[src/rtl/ppi_strobed.sv]
// rtl/ppi_strobed.sv - multi-port peripheral interface with basic and strobed handshake modes
// Each port is a plain I/O port or a strobed input/output port; tri-states live in the wrapper.
module ppi_strobed #(
  parameter int NPORTS = 3,
  parameter int WIDTH  = 8,
  parameter int AW     = $clog2(2*NPORTS)
) (
  input  logic                     clk,
  input  logic                     reset,
  input  logic                     cs,
  input  logic                     rd,
  input  logic                     wr,
  input  logic [AW-1:0]            a,
  input  logic [WIDTH-1:0]         din,
  output logic [WIDTH-1:0]         dout,
  input  logic [NPORTS*WIDTH-1:0]  port_in,
  output logic [NPORTS*WIDTH-1:0]  port_out,
  output logic [NPORTS-1:0]        port_oe,
  input  logic [NPORTS-1:0]        stb_n,
  input  logic [NPORTS-1:0]        ack_n,
  output logic [NPORTS-1:0]        ibf,
  output logic [NPORTS-1:0]        obf_n,
  output logic [NPORTS-1:0]        intr,
  output logic                     irq
);

  logic              wr_q, rd_q;
  logic [AW-1:0]     a_lat;
  logic              wr_pulse, rd_fall;

  logic [NPORTS-1:0] stb_s1, stb_s2, stb_s3;
  logic [NPORTS-1:0] ack_s1, ack_s2, ack_s3;
  logic [NPORTS-1:0] stb_fall, ack_fall;

  logic [NPORTS-1:0] dir_r, mode_r, ie_r;
  logic [NPORTS-1:0] ibf_r, obf_r, ovr_r, ackf_r;
  logic [WIDTH-1:0]  in_r    [NPORTS];
  logic [WIDTH-1:0]  latch_r [NPORTS];
  logic [WIDTH-1:0]  out_r   [NPORTS];

  logic [NPORTS-1:0] data_wr_hit, ctrl_wr_hit, data_rd_hit;

  assign wr_pulse = cs && wr && !wr_q;
  assign rd_fall  = rd_q && !(cs && rd);
  assign stb_fall = stb_s3 & ~stb_s2;
  assign ack_fall = ack_s3 & ~ack_s2;

  always_comb begin
    data_wr_hit = '0;
    ctrl_wr_hit = '0;
    data_rd_hit = '0;
    for (int i = 0; i < NPORTS; i++) begin
      data_wr_hit[i] = wr_pulse && (a == AW'(2*i));
      ctrl_wr_hit[i] = wr_pulse && (a == AW'(2*i+1));
      data_rd_hit[i] = rd_fall  && (a_lat == AW'(2*i));
    end
  end

  always_ff @(posedge clk or posedge reset) begin
    if (reset) begin
      wr_q    <= 1'b0;
      rd_q    <= 1'b0;
      a_lat   <= '0;
      stb_s1  <= '1;
      stb_s2  <= '1;
      stb_s3  <= '1;
      ack_s1  <= '1;
      ack_s2  <= '1;
      ack_s3  <= '1;
      dir_r   <= '0;
      mode_r  <= '0;
      ie_r    <= '0;
      ibf_r   <= '0;
      obf_r   <= '0;
      ovr_r   <= '0;
      ackf_r  <= '0;
      for (int i = 0; i < NPORTS; i++) begin
        in_r[i]    <= '0;
        latch_r[i] <= '0;
        out_r[i]   <= '0;
      end
    end else begin
      wr_q   <= cs && wr;
      rd_q   <= cs && rd;
      if (cs && rd) a_lat <= a;
      stb_s1 <= stb_n;
      stb_s2 <= stb_s1;
      stb_s3 <= stb_s2;
      ack_s1 <= ack_n;
      ack_s2 <= ack_s1;
      ack_s3 <= ack_s2;

      for (int i = 0; i < NPORTS; i++) begin
        in_r[i] <= port_in[i*WIDTH +: WIDTH];

        if (data_rd_hit[i]) begin
          ibf_r[i] <= 1'b0;
          ovr_r[i] <= 1'b0;
        end
        // A read clearing the buffer in the same clk lets the strobe latch cleanly.
        if (stb_fall[i] && mode_r[i] && !dir_r[i]) begin
          if (!ibf_r[i] || data_rd_hit[i]) begin
            latch_r[i] <= in_r[i];
            ibf_r[i]   <= 1'b1;
            ovr_r[i]   <= 1'b0;
          end else begin
            ovr_r[i]   <= 1'b1;
          end
        end

        if (ack_fall[i] && mode_r[i] && dir_r[i] && obf_r[i]) begin
          obf_r[i]  <= 1'b0;
          ackf_r[i] <= 1'b1;
        end
        // Placed after the ack handling so a coincident bus write wins.
        if (data_wr_hit[i]) begin
          out_r[i] <= din;
          if (mode_r[i] && dir_r[i]) begin
            obf_r[i]  <= 1'b1;
            ackf_r[i] <= 1'b0;
          end
        end

        if (ctrl_wr_hit[i]) begin
          dir_r[i]  <= din[0];
          mode_r[i] <= din[1];
          ie_r[i]   <= din[2];
          ibf_r[i]  <= 1'b0;
          obf_r[i]  <= 1'b0;
          ovr_r[i]  <= 1'b0;
          ackf_r[i] <= 1'b0;
        end
      end
    end
  end

  always_comb begin
    port_out = '0;
    for (int i = 0; i < NPORTS; i++) begin
      port_out[i*WIDTH +: WIDTH] = out_r[i];
      ibf[i]   = ibf_r[i] && mode_r[i] && !dir_r[i];
      obf_n[i] = !(obf_r[i] && mode_r[i] && dir_r[i]);
      intr[i]  = ie_r[i] && mode_r[i] && (dir_r[i] ? ackf_r[i] : ibf_r[i]);
    end
  end

  assign port_oe = dir_r;
  assign irq     = |intr;

  always_comb begin
    dout = '0;
    for (int i = 0; i < NPORTS; i++) begin
      if (a == AW'(2*i)) begin
        if (dir_r[i])       dout = out_r[i];
        else if (mode_r[i]) dout = latch_r[i];
        else                dout = in_r[i];
      end else if (a == AW'(2*i+1)) begin
        dout[6:0] = {ovr_r[i], intr[i], obf_r[i], ibf_r[i], ie_r[i], mode_r[i], dir_r[i]};
      end
    end
  end

endmodule
[config.mk]
export PLATFORM = sky130hd
export DESIGN_NAME = ppi_strobed
export DESIGN_NICKNAME = d
export VERILOG_FILES = /design/src/rtl/ppi_strobed.sv
export SDC_FILE = /design/constraint.sdc
export NUM_CORES = 1
export LEC_CHECK = 0
export ABC_AREA = 1
export CAP_MARGIN = 10
export CORE_MARGIN = 2
export CORE_UTILIZATION = 30
export DETAILED_ROUTE_END_ITERATION = 16
export GPL_TIMING_DRIVEN = 0
export MAX_ROUTING_LAYER = met4
export PLACE_DENSITY = 0.61
export SLEW_MARGIN = 20
export SYNTH_ARGS = -nofsm -noshare
export SYNTH_HDL_FRONTEND = slang
export SYNTH_SLANG_ARGS = --single-unit
[constraint.sdc]
create_clock -name clk -period 4.95 [get_ports clk]
set_clock_uncertainty 0.2 [all_clocks]
set_input_delay 1.485 -clock clk [delete_from_list [all_inputs] [get_ports clk]]
set_output_delay 1.485 -clock clk [all_outputs]
set_load 0.1 [all_outputs]
### Word-level counts from Yosys, hierarchy flattened

Index checks and enable logic that the tools add are counted.

* word-level logic and storage cells: 182
* output and inout port bits: 45
* input port bits: 46
* register bits after elaboration: 116

* muxes and demuxes: 66
* reduce and logical (&&, ||, !) cells: 72
* eq/ne operators: 7
* bitwise logic cells: 4

Operators by type and width (number)
* $mux 1: 54
* $logic_and 1x1->1: 49
* $mux 8: 6
* $mux 7: 6
* $logic_not 1->1: 11
* $eq 3x2->1 const B: 3
* $eq 3x3->1 const B: 3
* $reduce_bool 3->1: 3
* $and 3x3->3: 2
* $logic_not 3->1: 2
* $not 3->3: 2
* $reduce_and 2->1: 3
* $eq 3x1->1 const B: 1
* $logic_or 1x1->1: 3
* $reduce_or 3->1: 1

### Longest topological paths before layout

Gate-level depths: netlist (run 1).

* word-level depth: 9
* gate-level depth with buffers: 10
* gate-level depth less buffers: 9

### Least setup slack after synthesis (run 1)

No wires, ideal clock.

* path type: register -> output
* start: reg dir_r[2] (netlist: port_oe[2])
* end: out irq
* path buffers: 1
* setup slack: -1.086 ns
* data required time: 3.265 ns
* stages on the path, launching flop included: 5
* data arrival time: 4.351 ns
* cells stage by stage: dfrtp_1 -> buf_2 -> a21oi_1 -> nor3_1 -> nand3b_1

* longest elaborated chain between the ends: 3

Ends and longest elaborated chain
* start: declaration: RTL line 35 `logic [NPORTS-1:0] dir_r, mode_r, ie_r;`
* start signal: indexed assignment: RTL line 125 `dir_r[i] <= din[0];`
* $mux 1: RTL line 143 `intr[i] = ie_r[i] && mode_r[i] && (dir_r[i] ? ackf_r[i] : ibf_r[i]);`
* $logic_and 1x1->1: RTL line 143
* net intr[2]: RTL line 23 `output logic [NPORTS-1:0] intr,`
* $reduce_or 3->1: RTL line 148 `assign irq = |intr;`
* end: declaration: RTL line 24 `output logic irq`

The timed path passes the listed nets, and every way through them passes these cells.

### Worst setup path after layout (run 1)

* start: in a[0]
* end: out dout[6]

* longest elaborated chain between the ends: 7
* elaborated cells between the ends (all ways): 12
* classes of those cells: eq/ne: 5; mux: 6; reduce/logical: 1

Ends and longest elaborated chain
* start: declaration: RTL line 13 `input logic [AW-1:0] a,`
* $eq 3x1->1: RTL line 157 `end else if (a == AW'(2*i+1)) begin`
* $mux 7: RTL line 157
* $mux 7: RTL line 153 `if (a == AW'(2*i)) begin`
* $mux 7: RTL line 157
* $mux 7: RTL line 153
* $mux 7: RTL line 157
* $mux 7 *: RTL line 153
* end: declaration: RTL line 15 `output logic [WIDTH-1:0] dout,`

Mark *: on every way between the ends. The rest lies on a longest branch, timed or not.

==> impl_metrics.toml, run 1 <==
[die]
die_h_um = 133
ioPinCount = 91
core-area_mm2 = 0.0165
dieWidth_um = 133
placementRows = 47
initial_core_util = 0.305
dieArea_mm2 = 0.0178

[clocking]
cts.sinks = 116
htree_levels = 4
cts_made_buffers = 17
cts-root-buf = "clkbuf_16"
cts_hold_buf = 0
clockBufferDepth = 2
clock_latency_ns = 0.42
cts_tree = "done"
clkTransAtPathRegs_ns = 0.05

[timing]
rsz0062_at_grt = "false"
hold_viol = 0
relSlewSlack = 0.317
slew_viol_final = 0
worst_pin_slew_ns = 1.02
min_period_over_period = 0.976
period_minus_slack_ns = 4.83
setup_viol = 0
fmax_ghz = 0.207
setup_ws_ns = 0.117

[layout]
diodes = 0
nets = 740
layout-drive-gt1-share = 0.139
syn2layout_area_growth_pct = 37.8
finish.utilization = 0.420

[route]
drcViolationCount = 0
wl_mm = 14.1
via_per_inst = 4.60
dr.pass1.iters = 7
via_count = 4261
wire_per_inst_um = 15.2
drtAntennaViolNets = 0
drt-initial-drc-count = 385

[yosys]
ys_ff_latch = 116
ys_types = 28
yosysTopAreaCell = "dfrtp_1"
synth_top_flop_cell = "dfrtp_1"
syn-mean-instance-area_um2 = 8.57
yosys-top-cells-count = "nand2_1, dfrtp_1, inv_1"
synth_area_leaders = "dfrtp_1, nand2_1, dfstp_2, o21ai_0, inv_1"
synthesis.area_mm2 = 0.00501
synth_edf_count = 0
syn-instance-count = 585
synth.top_cell.area_share = 0.489
yosysMostFrequentCell = "nand2_1"
ys_seq_area_frac = 0.583
syn-num-nets = 631
ys_warn_count = 0
async_flop_share = 1.00

[global_routing]
grt_pass1_vias = 4118
grtUsageTotal = 0.170
antenna_found_initial = 0
grt_max_degree = 62
grt_first_pass_wirelength_mm = 22.2
gr-total-overflow = 0

[hold_path]
hold_start = "stb_s1[1]$_DFF_PP1_"
whs_path_depth = 0
whs_endpoint = "stb_s2[1]$_DFF_PP1_"
min_path_type = "reg -> reg"

[flow_run]
drv_cap = 0

[worst_setup_path]
critPathMaxFanout = 10
endpoint_kind = "output port"
rrSetupSlack_ns = 3.20
ff2ff_path_depth = 6
cp.required_ns = 3.26
critPathArrivalTime_ns = 3.15
r2r_start = "a_lat[1]$_DFFE_PP0P_"
worstReg2RegEnd = "latch_r[1]$_DFFE_PP0P_"
crit_path_start_kind = "primary input"
worstSetupPathType = "in -> out"

[placed_design]
gp_congestion = 0.868
pre_cts_slack_ns = -0.928
port_buffers = 89
dp_hpwl_mm = 10.3

[outcome]
status = "completed"

[power]
peakVddDrop_mv = 0.278
pwr_density_cell_mw_per_mm2 = 566
p_leak_nw = 3.30
==> worst max-delay path: stages <==
cell and delay [ns]:
clkdlybuf4s50_1 0.56, buf_6 0.17, nand3_1 0.20, inv_2 0.22, nand2_1 0.08, nand4_1 0.13, buf_4 0.31
==> worst max-delay path by stage <==
stage / start / end / slack, ns / cells past startpoint
floorplan: port_oe[2]$_DFFE_PP0N_ / ibf[2] / 0.12 / 2
global placement: reset / ovr_r[1]$_DFFE_PP0P_ / -1.55 / 2
detailed placement: a[0] / dout[5] / -0.93 / 8
CTS: a[0] / dout[0] / 0.01 / 10
global route: a[0] / dout[5] / 0.03 / 9
finish: a[0] / dout[6] / 0.12 / 7
==> cell families after synthesis <==
kind of cell    share of synthesized area
simple gates                        0.239
compound gates                      0.110
buf+inv                            0.0674
flops                               0.583
==> placed cells by master (no fill, tap or decap), types with 3 or more instances in the layout <==
master | synthesis | layout
a21oi_1 | 14 | 14
and3_1 | 3 | 3
buf_2 | 12 | 12
buf_4 | 2 | 7
bufinv_16 | 0 | 5
clkbuf_1 | 3 | 3
clkbuf_16 | 0 | 17
clkdlybuf4s50_1 | 0 | 80
clkinv_4 | 0 | 6
dfrtp_1 | 98 | 98
dfstp_2 | 18 | 18
inv_1 | 57 | 56
inv_2 | 6 | 6
nand2_1 | 171 | 170
nand2_2 | 8 | 9
nand3_1 | 28 | 28
nand3b_1 | 4 | 4
nand4_1 | 7 | 7
nor2_1 | 54 | 53
nor2_4 | 3 | 5
o211ai_1 | 8 | 8
o21ai_0 | 50 | 50
o21ai_1 | 25 | 25
o21bai_1 | 3 | 3
==> report_power, final <==
| part | total, mW | internal, mW | switching [mW] |
|---|---|---|---|
| Sequential | 1.30 | 1.16 | 0.147 |
| Clock | 1.36 | 0.896 | 0.464 |
| Combinational | 1.25 | 0.329 | 0.917 |
| Total | 3.91 | 2.38 | 1.53 |
==> area by class of cell <==
type,instances,area [um^2]
Clock buffer,17,425
Timing Repair Buffer,90,921
Inverter,64,245
Clock inverter,15,231
Tap cell,220,275
Multi-Input combinational cell,387,1780
Fill cell,1671,9560
Sequential cell,116,2930
Buffer,18,101
==> repair_timing <==
action,4_1_cts,5_1_grt
setup endpoints to repair,8,8
hold endpoints to repair,0,0
gates resized for setup,50,10
cloned,0,0
pin swaps,0,1
setup buffers,0,0
==> routing by layer <==
metal / global-route usage / wire [um]
met4: 0.0768 / 362
met1: 0.227 / 6580
met3: 0.0449 / 748
met2: 0.243 / 6430
met5: - / 0
==> stage by stage <==
step	instance area, um^2	std cells	TNS [ns]	total power [mW]	hold slack [ns]
6_report	6910	927	0	3.91	0.152
5_1_grt	6910	927	0	4.08	0.157
4_1_cts	6870	927	0	3.92	0.155
3_5_place_dp	6220	895	-6.30	2.56	0.147
3_3_place_gp	6190	894	-163.55	2.54	0.146
2_1_floorplan	5030	585	0	2.20	0.145
(Power assumes the default switching activity.)
==> run 2, diff against run 1 <==
--- a/config.mk
+++ b/config.mk
@@ -10,7 +10,7 @@
 export CORE_MARGIN = 2
 export CORE_UTILIZATION = 30
 export DETAILED_ROUTE_END_ITERATION = 16
-export GPL_TIMING_DRIVEN = 0
+export GPL_TIMING_DRIVEN = 1
 export MAX_ROUTING_LAYER = met4
 export PLACE_DENSITY = 0.61
 export SLEW_MARGIN = 20
==> impl_metrics.toml, run 2 (synthesized netlist as in run 1, its figures left out) <==
[worst_setup_path]
critical_path_buf_inv_count = 4
endpoint_kind = "output port"
worstPathCellList = "clkdlybuf4s50_1 -> buf_4 -> nor2_4 -> nand2_2 -> inv_2 -> nand2_1 -> nand2_1 -> nand2_1 -> nand2_1 -> nand2_1 -> nand2_1 -> buf_12"
cp.required_ns = 3.26
crit_cells = 12
path_delay_family = "buffers and inverters"
crit_path_start_kind = "primary input"
critPathArrivalTime_ns = 3.11
crit_path_max_incr_delay_ns = 0.48
worstSetupPathType = "in -> out"
critPathMostFrequentCell = "nand2_1"
ff2ff_path_depth = 5
crit_path_top_delay_cell = "clkdlybuf4s50_1"
critPathMaxFanout = 7

[clocking]
cts_tree = "done"
cts_made_buffers = 17
htree_levels = 4
clkTransAtPathRegs_ns = 0.06
cts.sinks = 116
cts-root-buf = "clkbuf_16"
clock_latency_ns = 0.42
clockBufferDepth = 2
post_cts_buffers = 0

[power]
p_leak_nw = 3.26
pwr_density_cell_mw_per_mm2 = 556
combPwrFrac = 0.325
peakVddDrop_mv = 0.289
power_frac_seq = 0.355
power.share.switching = 0.396
p_int_mw = 2.29
p_sw_mw = 1.50
fin_total_pwr_mw = 3.79
p_clk_frac = 0.321

[route]
via_per_inst = 4.60
dr.pass1.iters = 6
drt-initial-drc-count = 364
wl_mm = 14.2
drcViolationCount = 0
wire_per_inst_um = 15.5
drtAntennaViolNets = 0
via_count = 4204

[layout]
register_area_mm2 = 0.00293
syn2layout_area_growth_pct = 36.1
final_common_cell = "nand2_1"
nets = 727
multi_input_area_mm2 = 0.00177
fillers = 1690
diodes = 0
final_cell_mix = "nand2_1, dfrtp_1, clkdlybuf4s50_1"
layout-drive-gt1-share = 0.130

[die]
ioPinCount = 91
core-area_mm2 = 0.0165
placementRows = 47
dieWidth_um = 133
initial_core_util = 0.305
dieArea_mm2 = 0.0178
die_h_um = 133

[hold_path]
min_path_type = "reg -> reg"
whs_path_depth = 0

[timing]
hold_ws_ns = 0.147
fin_setup_tns_ns = 0
min_period_over_period = 0.968
setup_viol = 0
period_minus_slack_ns = 4.79
fmax_ghz = 0.209
slew_viol_final = 0
relSlewSlack = 0.297
rsz0062_at_grt = "false"
worst_pin_slew_ns = 1.05
hold_viol = 0

[global_routing]
grt_first_pass_wirelength_mm = 22.5
grtUsageTotal = 0.173
top_usage_layer = "met2"
globalRouteMet3Util = 0.0472
grt_max_degree = 50
antenna_found_initial = 0
grt_pass1_vias = 4145
gr-total-overflow = 0
grt_util_met2 = 0.259
use_met1 = 0.226

[placed_design]
port_buffers = 90
dp_hpwl_mm = 10.2
gp_congestion = 0.896

[outcome]
status = "completed"

[flow_run]
drv_cap = 0
==> run 2: cell types whose count changed in the layout (fill, tap and decap cells not counted), sizes merged <==
cell           previous run  this run
buf                      24        21
clkinv                    8         1
dlymetal6s2s              1         2
clkdlybuf4s50            80        72
inv                      64        63
bufinv                    5         2
clkinvlp                  2         5
clkbuf                   20        25
==> run 2: cell type report <==
type | instances | area share
multi-input cells | 387 | 0.259
repair buffers | 95 | 0.149
well taps | 220 | 0.0403
flip-flops and latches | 116 | 0.429
clock inverters | 7 | 0.0143
clock buffers | 25 | 0.0726
inverters | 64 | 0.0356
==> run 2: path summary, 6_finish.rpt <==
check,startpoint,endpoint,slack (ns)
worst max register to register,mode_r[2]$_DFFE_PP0N_,latch_r[5]$_DFFE_PP0P_,2.97
min in group asynchronous,reset,in_r[5]$_DFF_PP0_,1.32
worst min-delay path,stb_s1[2]$_DFF_PP1_,stb_s2[2]$_DFF_PP1_,0.15
max in group asynchronous,reset,ack_s2[0]$_DFF_PP1_,2.42
worst max-delay path,a[1],dout[0],0.16
worst min register to register,stb_s1[2]$_DFF_PP1_,stb_s2[2]$_DFF_PP1_,0.15
==> run 2: per-layer routing <==
| metal | vias to the layer above | routed length (um) |
|---|---|---|
| li1 | 2060 | - |
| met1 | 1995 | 6530 |
| met2 | 131 | 6540 |
| met3 | 18 | 835 |
| met4 | 0 | 264 |
| met5 | - | 0 |
==> run 2: timing repair <==
| action | CTS | global route |
|---|---|---|
| endpoints found under the setup margin | 0 | 7 |
| hold buffers | 0 | 0 |
| resized for setup | 0 | 4 |
==> run 2: power by group through the flow <==
stage	Clock (mW)	Combinational [mW]	Sequential [mW]
6_report	1.22	1.23	1.34
5_1_grt	1.29	1.32	1.37
4_1_cts	1.24	1.24	1.34
3_5_place_dp	0	1.23	1.35
3_3_place_gp	0	1.22	1.35
2_1_floorplan	0	0.585	1.62
==> run 2: metrics by stage <==
| stage | std cells | utilization | cell area [um^2] | setup slack (ns) |
|---|---|---|---|---|
| final | 914 | 0.414 | 6820 | 0.157 |
| after CTS | 914 | 0.414 | 6810 | 0.0964 |
| after floorplan | 585 | - | 5030 | 0.115 |
| after global placement | 882 | 0.378 | 6220 | 0.105 |
| after detailed placement | 882 | 0.378 | 6220 | 0.105 |
| after global routing | 914 | 0.414 | 6820 | 0.00579 |
